File: src/rtl/multi_cycle_pkg.sv
// Shared types and encodings for the multi-cycle control unit and its ALU control.
package multi_cycle_pkg;

  typedef enum logic [3:0] {
    StFetch    = 4'd0,
    StDecode   = 4'd1,
    StMemAddr  = 4'd2,
    StMemRead  = 4'd3,
    StMemWb    = 4'd4,
    StMemWrite = 4'd5,
    StExecute  = 4'd6,
    StAluWb    = 4'd7,
    StBranch   = 4'd8,
    StJal      = 4'd9,
    StHalt     = 4'd15
  } state_e;

  localparam logic [6:0] OP_LOAD   = 7'b0000011;
  localparam logic [6:0] OP_STORE  = 7'b0100011;
  localparam logic [6:0] OP_RTYPE  = 7'b0110011;
  localparam logic [6:0] OP_BRANCH = 7'b1100011;
  localparam logic [6:0] OP_JAL    = 7'b1101111;

  localparam logic [1:0] ALUOP_ADD   = 2'b00;
  localparam logic [1:0] ALUOP_SUB   = 2'b01;
  localparam logic [1:0] ALUOP_FUNCT = 2'b10;

  localparam logic [1:0] MEMTOREG_ALUOUT = 2'b00;
  localparam logic [1:0] MEMTOREG_MDR    = 2'b01;
  localparam logic [1:0] MEMTOREG_PC     = 2'b10;

  localparam logic [1:0] PCSRC_ALU    = 2'b00;
  localparam logic [1:0] PCSRC_ALUOUT = 2'b01;

  localparam logic [1:0] SRCA_PC    = 2'b00;
  localparam logic [1:0] SRCA_REGA  = 2'b01;
  localparam logic [1:0] SRCA_OLDPC = 2'b10;

  localparam logic [1:0] SRCB_REGB = 2'b00;
  localparam logic [1:0] SRCB_FOUR = 2'b01;
  localparam logic [1:0] SRCB_IMM  = 2'b10;

  typedef struct packed {
    logic       pc_write;
    logic       pc_write_cond;
    logic       iord;
    logic       mem_read;
    logic       mem_write;
    logic       ir_write;
    logic [1:0] mem_to_reg;
    logic [1:0] pc_source;
    logic [1:0] alu_op;
    logic [1:0] alu_src_a;
    logic [1:0] alu_src_b;
    logic       reg_write;
    logic       illegal;
  } ctrl_t;

endpackage

File: src/rtl/control_output_decode.sv
// Combinational state -> control-word decode for multi_cycle_control.
// MULTI_CYCLE_CONTROL_JAL_EN enables decoding of the JAL state.
module control_output_decode
  import multi_cycle_pkg::*;
(
  input  state_e state_i,
  output ctrl_t  ctrl_o
);

  always_comb begin
    ctrl_o = '0;
    case (state_i)
      StFetch: begin
        // ir_write/pc_write are qualified by mem_ready in the top level
        ctrl_o.mem_read  = 1'b1;
        ctrl_o.ir_write  = 1'b1;
        ctrl_o.pc_write  = 1'b1;
        ctrl_o.alu_src_a = SRCA_PC;
        ctrl_o.alu_src_b = SRCB_FOUR;
        ctrl_o.alu_op    = ALUOP_ADD;
        ctrl_o.pc_source = PCSRC_ALU;
      end
      StDecode: begin
        ctrl_o.alu_src_a = SRCA_OLDPC;
        ctrl_o.alu_src_b = SRCB_IMM;
        ctrl_o.alu_op    = ALUOP_ADD;
      end
      StMemAddr: begin
        ctrl_o.alu_src_a = SRCA_REGA;
        ctrl_o.alu_src_b = SRCB_IMM;
        ctrl_o.alu_op    = ALUOP_ADD;
      end
      StMemRead: begin
        ctrl_o.mem_read = 1'b1;
        ctrl_o.iord     = 1'b1;
      end
      StMemWb: begin
        ctrl_o.reg_write  = 1'b1;
        ctrl_o.mem_to_reg = MEMTOREG_MDR;
      end
      StMemWrite: begin
        ctrl_o.mem_write = 1'b1;
        ctrl_o.iord      = 1'b1;
      end
      StExecute: begin
        ctrl_o.alu_src_a = SRCA_REGA;
        ctrl_o.alu_src_b = SRCB_REGB;
        ctrl_o.alu_op    = ALUOP_FUNCT;
      end
      StAluWb: begin
        ctrl_o.reg_write  = 1'b1;
        ctrl_o.mem_to_reg = MEMTOREG_ALUOUT;
      end
      StBranch: begin
        ctrl_o.alu_src_a     = SRCA_REGA;
        ctrl_o.alu_src_b     = SRCB_REGB;
        ctrl_o.alu_op        = ALUOP_SUB;
        ctrl_o.pc_write_cond = 1'b1;
        ctrl_o.pc_source     = PCSRC_ALUOUT;
      end
`ifdef MULTI_CYCLE_CONTROL_JAL_EN
      StJal: begin
        ctrl_o.reg_write  = 1'b1;
        ctrl_o.mem_to_reg = MEMTOREG_PC;
        ctrl_o.pc_write   = 1'b1;
        ctrl_o.pc_source  = PCSRC_ALUOUT;
      end
`endif
      default: ctrl_o.illegal = 1'b1;
    endcase
  end

endmodule

File: src/rtl/multi_cycle_control.sv
// Moore control FSM of the multi-cycle RISC-V CPU: state register, next state, reset/mem_ready gating.
// MULTI_CYCLE_CONTROL_JAL_EN adds the JAL state; otherwise JAL halts as illegal.
module multi_cycle_control
  import multi_cycle_pkg::*;
(
  input  logic       clk,
  input  logic       reset,
  input  logic [6:0] opcode,
  input  logic       mem_ready,
  output logic       PCWrite,
  output logic       PCWriteCond,
  output logic       IorD,
  output logic       MemRead,
  output logic       MemWrite,
  output logic       IRWrite,
  output logic [1:0] MemtoReg,
  output logic [1:0] PCSource,
  output logic [1:0] ALUOp,
  output logic [1:0] ALUSrcA,
  output logic [1:0] ALUSrcB,
  output logic       RegWrite,
  output logic       illegal,
  output logic [3:0] state
);

  state_e state_q;
  state_e cur_st;
  ctrl_t  ctrl;
  logic   en;
  logic   fetch_gate;

  always_ff @(posedge clk) begin
    if (reset) begin
      state_q <= StFetch;
    end else begin
      case (state_q)
        StFetch:    if (mem_ready) state_q <= StDecode;
        StDecode: begin
          case (opcode)
            OP_LOAD, OP_STORE: state_q <= StMemAddr;
            OP_RTYPE:          state_q <= StExecute;
            OP_BRANCH:         state_q <= StBranch;
`ifdef MULTI_CYCLE_CONTROL_JAL_EN
            OP_JAL:            state_q <= StJal;
`else
            OP_JAL:            state_q <= StHalt;
`endif
            default:           state_q <= StHalt;
          endcase
        end
        StMemAddr:  state_q <= (opcode == OP_STORE) ? StMemWrite : StMemRead;
        StMemRead:  if (mem_ready) state_q <= StMemWb;
        StMemWrite: if (mem_ready) state_q <= StFetch;
        StExecute:  state_q <= StAluWb;
        StMemWb, StAluWb, StBranch: state_q <= StFetch;
`ifdef MULTI_CYCLE_CONTROL_JAL_EN
        StJal:      state_q <= StFetch;
`endif
        default:    state_q <= StHalt;
      endcase
    end
  end

  // During reset the selects show FETCH values while every enable is masked.
  assign cur_st     = reset ? StFetch : state_q;
  assign en         = ~reset;
  assign fetch_gate = (cur_st != StFetch) | mem_ready;

  control_output_decode u_decode (
    .state_i(cur_st),
    .ctrl_o (ctrl)
  );

  assign PCWrite     = en & ctrl.pc_write & fetch_gate;
  assign IRWrite     = en & ctrl.ir_write & fetch_gate;
  assign PCWriteCond = en & ctrl.pc_write_cond;
  assign MemRead     = en & ctrl.mem_read;
  assign MemWrite    = en & ctrl.mem_write;
  assign RegWrite    = en & ctrl.reg_write;
  assign illegal     = en & ctrl.illegal;
  assign IorD        = ctrl.iord;
  assign MemtoReg    = ctrl.mem_to_reg;
  assign PCSource    = ctrl.pc_source;
  assign ALUOp       = ctrl.alu_op;
  assign ALUSrcA     = ctrl.alu_src_a;
  assign ALUSrcB     = ctrl.alu_src_b;
  assign state       = cur_st;

endmodule
File: config.mk
export PLATFORM = sky130hd
export DESIGN_NAME = multi_cycle_control
export DESIGN_NICKNAME = d
export VERILOG_FILES = /design/src/rtl/multi_cycle_pkg.sv /design/src/rtl/control_output_decode.sv /design/src/rtl/multi_cycle_control.sv
export SDC_FILE = /design/constraint.sdc
export NUM_CORES = 1
export LEC_CHECK = 0
export CORE_MARGIN = 10
export CORE_UTILIZATION = 39
export CTS_CLUSTER_DIAMETER = 50
export DETAILED_ROUTE_END_ITERATION = 16
export MAX_ROUTING_LAYER = met4
export PLACE_DENSITY_LB_ADDON = 0.3
export SLEW_MARGIN = 30
export SYNTH_ARGS = -nofsm -noshare
export SYNTH_HDL_FRONTEND = slang
export SYNTH_SLANG_ARGS = --single-unit
File: constraint.sdc
create_clock -name clk -period 1.8 [get_ports clk]
set_clock_uncertainty 0.05 [all_clocks]
set_input_delay 0.36 -clock clk [delete_from_list [all_inputs] [get_ports clk]]
set_output_delay 0.36 -clock clk [all_outputs]
set_load 0.03 [all_outputs]
# == Yosys cells after proc, flatten, opt, wreduce, memory -nomap -nowiden ==
# Cells that the tools add are included.
# op_classes
n_eq_ne,23
mux,17
bitwise_logic,9
reduce_logical,10
# ops
op,count
"4-bit by 3-bit equality test with 1-bit output, second input constant",8
6-bit one-hot mux with 5 select lines,1
4-bit one-hot mux with 7 select lines,1
"4-bit by 2-bit equality test with 1-bit output, second input constant",4
4-bit two-way mux,4
"7-bit by 6-bit equality test with 1-bit output, second input constant",2
4-bit one-hot mux with 3 select lines,1
1-bit two-way mux,9
9-bit OR reduction,1
"4-bit by 1-bit equality test with 1-bit output, second input constant",2
"4-bit equality test, second input constant",2
4-bit logical NOT,2
2-bit OR reduction,4
1-bit bitwise AND,7
"7-bit by 2-bit equality test with 1-bit output, second input constant",1
"7-bit equality test, second input constant",1
"2-bit != test, second input constant",3
4-bit nonzero test,1
3-bit two-way mux,1
3-bit AND reduction,1
3-bit OR reduction,1
1-bit inverter,1
1-bit bitwise OR,1
# word_totals
ff_bits,4
out_inout_bits,22
wordCells,60

# == Depth between registers and ports, before layout ==
# Gate-level depths: netlist of run 1.
# logic_depth
depth_word,5
ltp_mapped,6

# == Modules after synthesis ==
# From an unflattened synthesis of run 1, not the netlist that was laid out.
# unflattened
cells_unflattened,89
hier_area_um2,700.7
# modules_own_cells
mod,n_inst,cells_each,area_per_inst_um2,seq_area_each_um2
multi_cycle_control,1,61,456.7,80.1
control_output_decode,1,28,244.0,0.0

# == Worst setup path before layout of run 1 ==
# Ideal clock, no wire load.
# synth_path
path_type,input port to output port
startpoint,input reset
endpoint,output ALUOp[1]
arrival_time_ps,1990
t_required_ps,1390
path_slack_ps,-600
stages,4
path_buffers,1
cell_sequence,clkbuf_1 -> nor2_1 -> nand2_1 -> nor3b_1
# synth_between
elab_chain_cells,3
word_cells_on_any_way,7
# synth_rtl
item,line,source
start: declaration,multi_cycle_control.sv:7,"input logic reset,"
4-bit two-way mux *,multi_cycle_control.sv:65,assign cur_st = reset ? StFetch : state_q;
via state[2],multi_cycle_control.sv:23,output logic [3:0] state
"4-bit equality test, or another cell as far along",control_output_decode.sv:12,case (state_i)
6-bit one-hot mux with 5 select lines *,control_output_decode.sv:12,
end: declaration,multi_cycle_control.sv:18,"output logic [1:0] ALUOp,"
# The timed path passes the listed nets; every way through them passes the cells marked *.

# == Final worst setup path of run 1 ==
# layout_path
startpoint,input reset
endpoint,output ALUOp[1]
# layout_between
elab_chain_cells,3
word_cells_on_any_way,7
# layout_rtl
item,line
4-bit two-way mux *,multi_cycle_control.sv:65
"4-bit equality test, or another cell as far along",control_output_decode.sv:12
6-bit one-hot mux with 5 select lines *,control_output_decode.sv:12
# Every way passes the cells marked *; elsewhere a longest branch is shown, timed or not.

==> results of run 1 <==
-- routing by layer --
metal	up-vias	routed length (µm)	part of all wire, %
met4	0	55	2.7
met1	342	824	41
met3	6	105	5.2
li1	379	-	-
met2	23	1020	51
met5	-	0	0
-- stage by stage --
stage                     utilization [%]  power, mW
after floorplan                         -       1.03
after global placement               68.4       1.37
after detailed placement             68.4       1.39
after CTS                            70.7       1.52
after global routing                 72.2       1.67
final                                72.2       1.56
-- critical path, delay by kind of cell --
kind,cells,cell delay (ns)
buffers and inverters,4,0.71
and+or+nand+nor,2,0.28
-- layout make-up --
type,instances,area share [%]
multi-input cells,67,50.5
repair buffers,48,36.5
flip-flops and latches,4,7.74
clock buffers,3,2.05
well taps,16,1.82
inverters,4,1.37
-- logic make-up (layout without fill, tap and decap cells) --
group	Yosys count	after routing
AND/OR/NAND/NOR	46	46
AO/OA/AOI/OAI	15	15
XOR/XNOR	2	2
other	1	2
multiplexers	2	2
buffers and inverters	13	55
flip-flops	4	4
-- layout by cell type (no fill, tap or decap), types with 2 or more instances in the layout --
master and count:
clkbuf_4 3, nor2_2 3, a211oi_2 2, nor2b_1 2, nor3_2 2, or3_4 2
clkdlybuf4s50_1 8, a211o_1 2, nand2_1 4, conb_1 2, nand2b_1 4, nor2_4 2
dfxtp_1 2, nor2_1 8, nor3_4 2, buf_4 36, buf_6 2, inv_1 3
and2_1 3, o31ai_1 2, nand4bb_1 2, and2b_1 2
-- where the power goes --
group          internal (mW)  leakage (nW)  switching (mW)
logic                  0.561         0.437           0.676
clock network         0.0748        0.0138          0.0403
registers              0.133        0.0340          0.0703
-- worst min path at each step --
stage | slack, ns | to | start | cells after the start
finish | 0.54 | state_q[2] | state_q[2] | 2
global route | 0.57 | state_q[2] | state_q[2] | 2
CTS | 0.60 | state_q[2] | state_q[2] | 2
detailed placement | 0.63 | state_q[2] | state_q[2] | 2
global placement | 0.62 | state_q[2] | state_q[2] | 2
floorplan | 0.50 | state_q[0] | state_q[3] | 2
-- repair_timing --
item,in CTS,in global routing
gates resized for setup,6,7
cloned,0,0
endpoints found under the setup margin,17,6
==> results.md, run 1 <==
- Setup Viol. Count Final: 0
- Worst setup margin: 0.0348 ns
- Simple logic cell fraction of the synthesized area: 42.7%
- Non-Filler Instances: 142
- # fillers: 127
- Vias in the first global route: 737
- Die area: 3650 µm²
- Worst Setup Slack post-DPL: -0.242 ns
- Share of layout cells above drive strength 1: 54.0%
- CTS buffer count: 3
- Synth Register Bits: 4
- Multiplexer share of the synthesized area: 3.92%
- First DRT Iteration DRCs: 6
- Clock latency on the worst-skew pair: 0.24 ns
- DR vias: 750
- Max Cap Viol: 0
- Crit path max-delay cell type: dlygate4sd2_1
- Top_reg_cell synth: dfxtp_1
- Register area share after synthesis: 12.5%
- Grt ovf: 0
- Synth top area share: 12.5%
- Detailed Route WL: 2.00 mm
- Met3 usage: 2.51%
- Asr flop ratio synth: 0%
- R2R Setup Slk: 0.19 ns
- Clock Sinks: 4
- Largest register FFs: 4
- Worst Setup SP: reset
- Leading area contributor after synthesis: dfxtp_1
- Largest net degree at the start of global routing: 12
- Clock root cell: clkbuf_4
- First drt pass iteration count: 4
- Top post-synthesis cells by area: dfxtp_1, nor2_1, buf_6, xor2_4, a211oi_2
- CTS Hold Bufs: 0
- CTS Buffer Depth: 2
- Largest stage delay on the critical path: 0.26 ns
- Crit path cell chain: dlygate4sd2_1 -> buf_4 -> buf_4 -> nor2b_4 -> nor3b_4 -> buf_6
- Initial antenna violation count: 0
- Complex-gate fraction of the synthesized area: 21.2%
- Met2 usage: 20.3%
- Data arrival, critical path: 1.36 ns
- Register Area: 85.1 µm²
- Synth Warn #: 0
- Post-CTS setup buffers: 0
- Final worst path period need: 1.77 ns
- Worst reg2reg path startpoint: state_q[2]
- Status: completed
- RSZ-0062 raised after global routing: yes
- Area after DPL: 1040 µm²
- Die Width: 60.5 µm
- Met1 Resource Use GR: 12.0%
- PD cells: 1410 nW/µm²
- HPWL Detailed: 1.70 mm
- P&R area growth vs syn: 72.4%
- Mapped Area: 638 µm²
- Number of enable flip-flop cells after synthesis: 0
- Cell total after placement: 139
- HP Class: flop to flop
- IO Pins: 32
- Largest regs: state_q: 4 flops
- Post-route DRC violation count: 0
- Fmax: 0.567 GHz
- Die height: 60.5 µm
- RR Endpoint: state_q[1]
- Worst-path fanout max: 4
- Average cell area after synthesis: 7.69 µm²
- Global-route wire length before repair: 3.31 mm
- Routability congestion estimate: 0.860
- Crit path launch type: primary input
- Yosys cell types: 39
- DR vias/cell: 5.28
- CTS tree: done
- Hold Slack: 0.541 ns
- Crit share post-route: 98.1%
- Worst reg-to-reg path cell count: 5
- Final Hold Viols: 0
- Port Buf Inserts: 29
- Synthesized-area fraction occupied by adder cells: 0%
- LEAKAGE: 0.485 nW
- CP Class: primary input to output pin
- Top post-synthesis cells by count: nor2_1, nand2_1
- Starting Density: 41.9%
- Gr busiest metal: met2
- Std cell rows: 14
- Most used cell, CP: buf_4
- Routed Antenna Nets: 0
- Worst EP required: 1.39 ns
- Total track usage: 12.0%
- Final instance area: 1100 µm²
- Reg clk slew, reported paths: 0.04 ns
- Largest family of logic cells by synthesized area: simple AND/OR/NAND/NOR gates
- Avg WL per Cell: 14.1 µm
- Syn Inst Count: 83
- XOR/XNOR share of the synthesized area: 5.69%
- Count leader, synth: nor2_1
- Crit end category: output pin
- Slew Viols, Final: 0
- Peak supply drop: 0.890 mV
- H-tree lvl count: 1
- Most flops, register: state_q
- Multi-input logic area: 556 µm²
- Core Region: 1520 µm²
- Setup_tns: 0 ns
- # diodes: 0
- Crit path to: ALUOp[1]
- Final nets: 138
(Power assumes the default switching activity.)
==> run 2: changes to the inputs <==
- CORE_ASPECT_RATIO: not set -> 0.9
- CORE_UTILIZATION: 39 -> 41
- SYNTH_HIERARCHICAL: not set -> 1
==> results.md, run 2 <==
- CP Class: flop to output pin
- Register area share after synthesis: 11.4%
- Yosys cell types: 39
- Asr flop ratio synth: 0%
- Leading area contributor after synthesis: dfxtp_1
- Std cell rows: 14
- # fillers: 99
- Average cell area after synthesis: 7.87 µm²
- Clock root cell: clkbuf_4
- Most frequent cells in the layout: buf_4, buf_6, clkdlybuf4s50_1
- Final instance area: 1410 µm²
- Die height: 59.2 µm
- Worst EP required: 1.39 ns
- Clock latency on the worst-skew pair: 0.25 ns
- Final Hold Viols: 0
- Initial antenna violation count: 0
- Met1 Resource Use GR: 15.5%
- Core Region: 1650 µm²
- Met3 usage: 1.89%
- Final worst path period need: 2.01 ns
- Max Cap Viol: 0
- Overall power: 2.00 mW
- Setup Viol. Count Final: 15
- Failing checks: setup timing
- Synth Register Bits: 4
- PD cells: 1420 nW/µm²
- Largest register FFs: 4
- CTS tree: done
- CTS Buffer Depth: 2
- P&R area growth vs syn: 101%
- Largest net degree at the start of global routing: 12
- Top post-synthesis cells by area: dfxtp_1, buf_6, nor2b_1, buf_4, nor4b_1
- Die area: 3760 µm²
- Gr busiest metal: met2
- Worst setup margin: -0.209 ns
- Final nets: 157
- Number of enable flip-flop cells after synthesis: 0
- Crit share post-route: 112%
- DR vias: 885
- Multi-input logic area: 632 µm²
- Clock Sinks: 4
- Routed Antenna Nets: 0
- Crit path launch type: flop
- Mapped Area: 701 µm²
- Top_reg_cell synth: dfxtp_1
- Worst hold stages: 5
- Starting Density: 42.6%
- Data arrival, critical path: 1.60 ns
- Share of layout cells above drive strength 1: 66.2%
- Register Area: 83.8 µm²
- Peak supply drop: 0.855 mV
- Global-route wire length before repair: 4.40 mm
- DR vias/cell: 5.24
- Most flops, register: state_q
- First DRT Iteration DRCs: 30
- Area after DPL: 1100 µm²
- Worst reg-to-reg path cell count: 6
- CTS buffer count: 3
- Detailed Route WL: 2.62 mm
- First drt pass iteration count: 4
- Vias in the first global route: 956
- Slew Viols, Final: 0
- H-tree lvl count: 1
- # diodes: 0
- Reg clk slew, reported paths: 0.05 ns
- Fmax: 0.498 GHz
- Status: complete, but fails checks
- LEAKAGE: 0.617 nW
- Die Width: 63.6 µm
- Syn Inst Count: 89
- Total track usage: 14.5%
- RSZ-0062 raised after global routing: yes
- Crit end category: output pin
- Commonest non-fill, non-tap cell in the layout: buf_4
- HPWL Detailed: 1.80 mm
- Synth Warn #: 6
- Worst-path fanout max: 6
- HP Class: primary input to flop
- Met2 usage: 26.5%
- Port Buf Inserts: 29
- IO Pins: 32
- Count leader, synth: nor2b_1
- Synth top area share: 11.4%
- Routability congestion estimate: 0.850
- Post-route DRC violation count: 0
- Grt ovf: 0
- Largest regs: state_q: 4 flops
- Setup_tns: -1.87 ns
- Avg WL per Cell: 15.5 µm
==> run 2: cell types whose count changed in the layout (fill, tap and decap cells not counted), moves of 3 or more <==
| cell | before | now |
|---|---|---|
| o21ai_0 | 1 | 5 |
| buf_6 | 2 | 21 |
| nor3b_2 | 0 | 3 |
| buf_4 | 36 | 32 |
| nor2_1 | 8 | 3 |
| nor2b_4 | 1 | 6 |
| and2_1 | 3 | 0 |
==> run 2: worst paths after layout <==
kind,start,end,slack (ns)
setup / recovery,state_q[0],PCWriteCond,-0.21
hold / removal,reset,state_q[1],0.55
setup reg to reg,state_q[2],state_q[0],0.06
hold reg to reg,state_q[1],state_q[1],0.59
==> run 2: final cells by class <==
class	instances	share of cell area, %
sequential	4	5.96
inverter	5	1.51
clock buffer	3	1.60
multi-input combinational	68	44.9
tap	24	2.14
timing repair buffer	65	43.9
==> run 2: routing by layer <==
layer,wire length (µm),part of all wire (%)
met1,1120,43
met2,1390,53
met3,86,3.3
met4,27,1.0
met5,0,0
==> run 2: power breakdown <==
| group | internal, mW | switching [mW] | total (mW) |
|---|---|---|---|
| Sequential | 0.137 | 0.0412 | 0.179 |
| Combinational | 0.871 | 0.826 | 1.70 |
| Clock | 0.0754 | 0.0491 | 0.125 |
==> run 2: per-stage QoR <==
stage | hold slack, ns | setup slack (ns) | std cells | util (%)
after floorplan | 0.487 | -0.339 | 90 | -
after global placement | 0.536 | -0.699 | 149 | 66.9
after detailed placement | 0.547 | -0.728 | 149 | 66.9
after CTS | 0.546 | -0.222 | 168 | 82.5
after global routing | 0.567 | -0.257 | 169 | 85.4
final | 0.545 | -0.209 | 169 | 85.4
==> run 2: kinds of logic (layout without fill, tap and decap cells) <==
logic type / count (synthesis) / count (layout) / synth area share (%)
and+or+nand+nor: 42 / 42 / 42.0
AOI/OAI and AO/OA: 20 / 20 / 21.6
muxes: 1 / 1 / 1.43
buffers and inverters: 18 / 73 / 18.2
xor gates and xnor gates: 3 / 3 / 4.82
other: 1 / 2 / 0.535
DFF: 4 / 4 / 11.4
==> run 2: timing repair <==
item,in CTS,in global routing
setup buffers,16,1
cloned,0,0
setup endpoints to repair,20,16
hold buffers,0,0
gates resized for setup,38,14
pin swaps,10,6
==> run 2: worst max-delay path, cell delays in order (launching register included) <==
cell and delay [ns]:
dfxtp_2 0.33, buf_6 0.11, nor2b_4 0.12, buf_8 0.14, nor4b_4 0.32, nor2b_4 0.20, buf_6 0.13
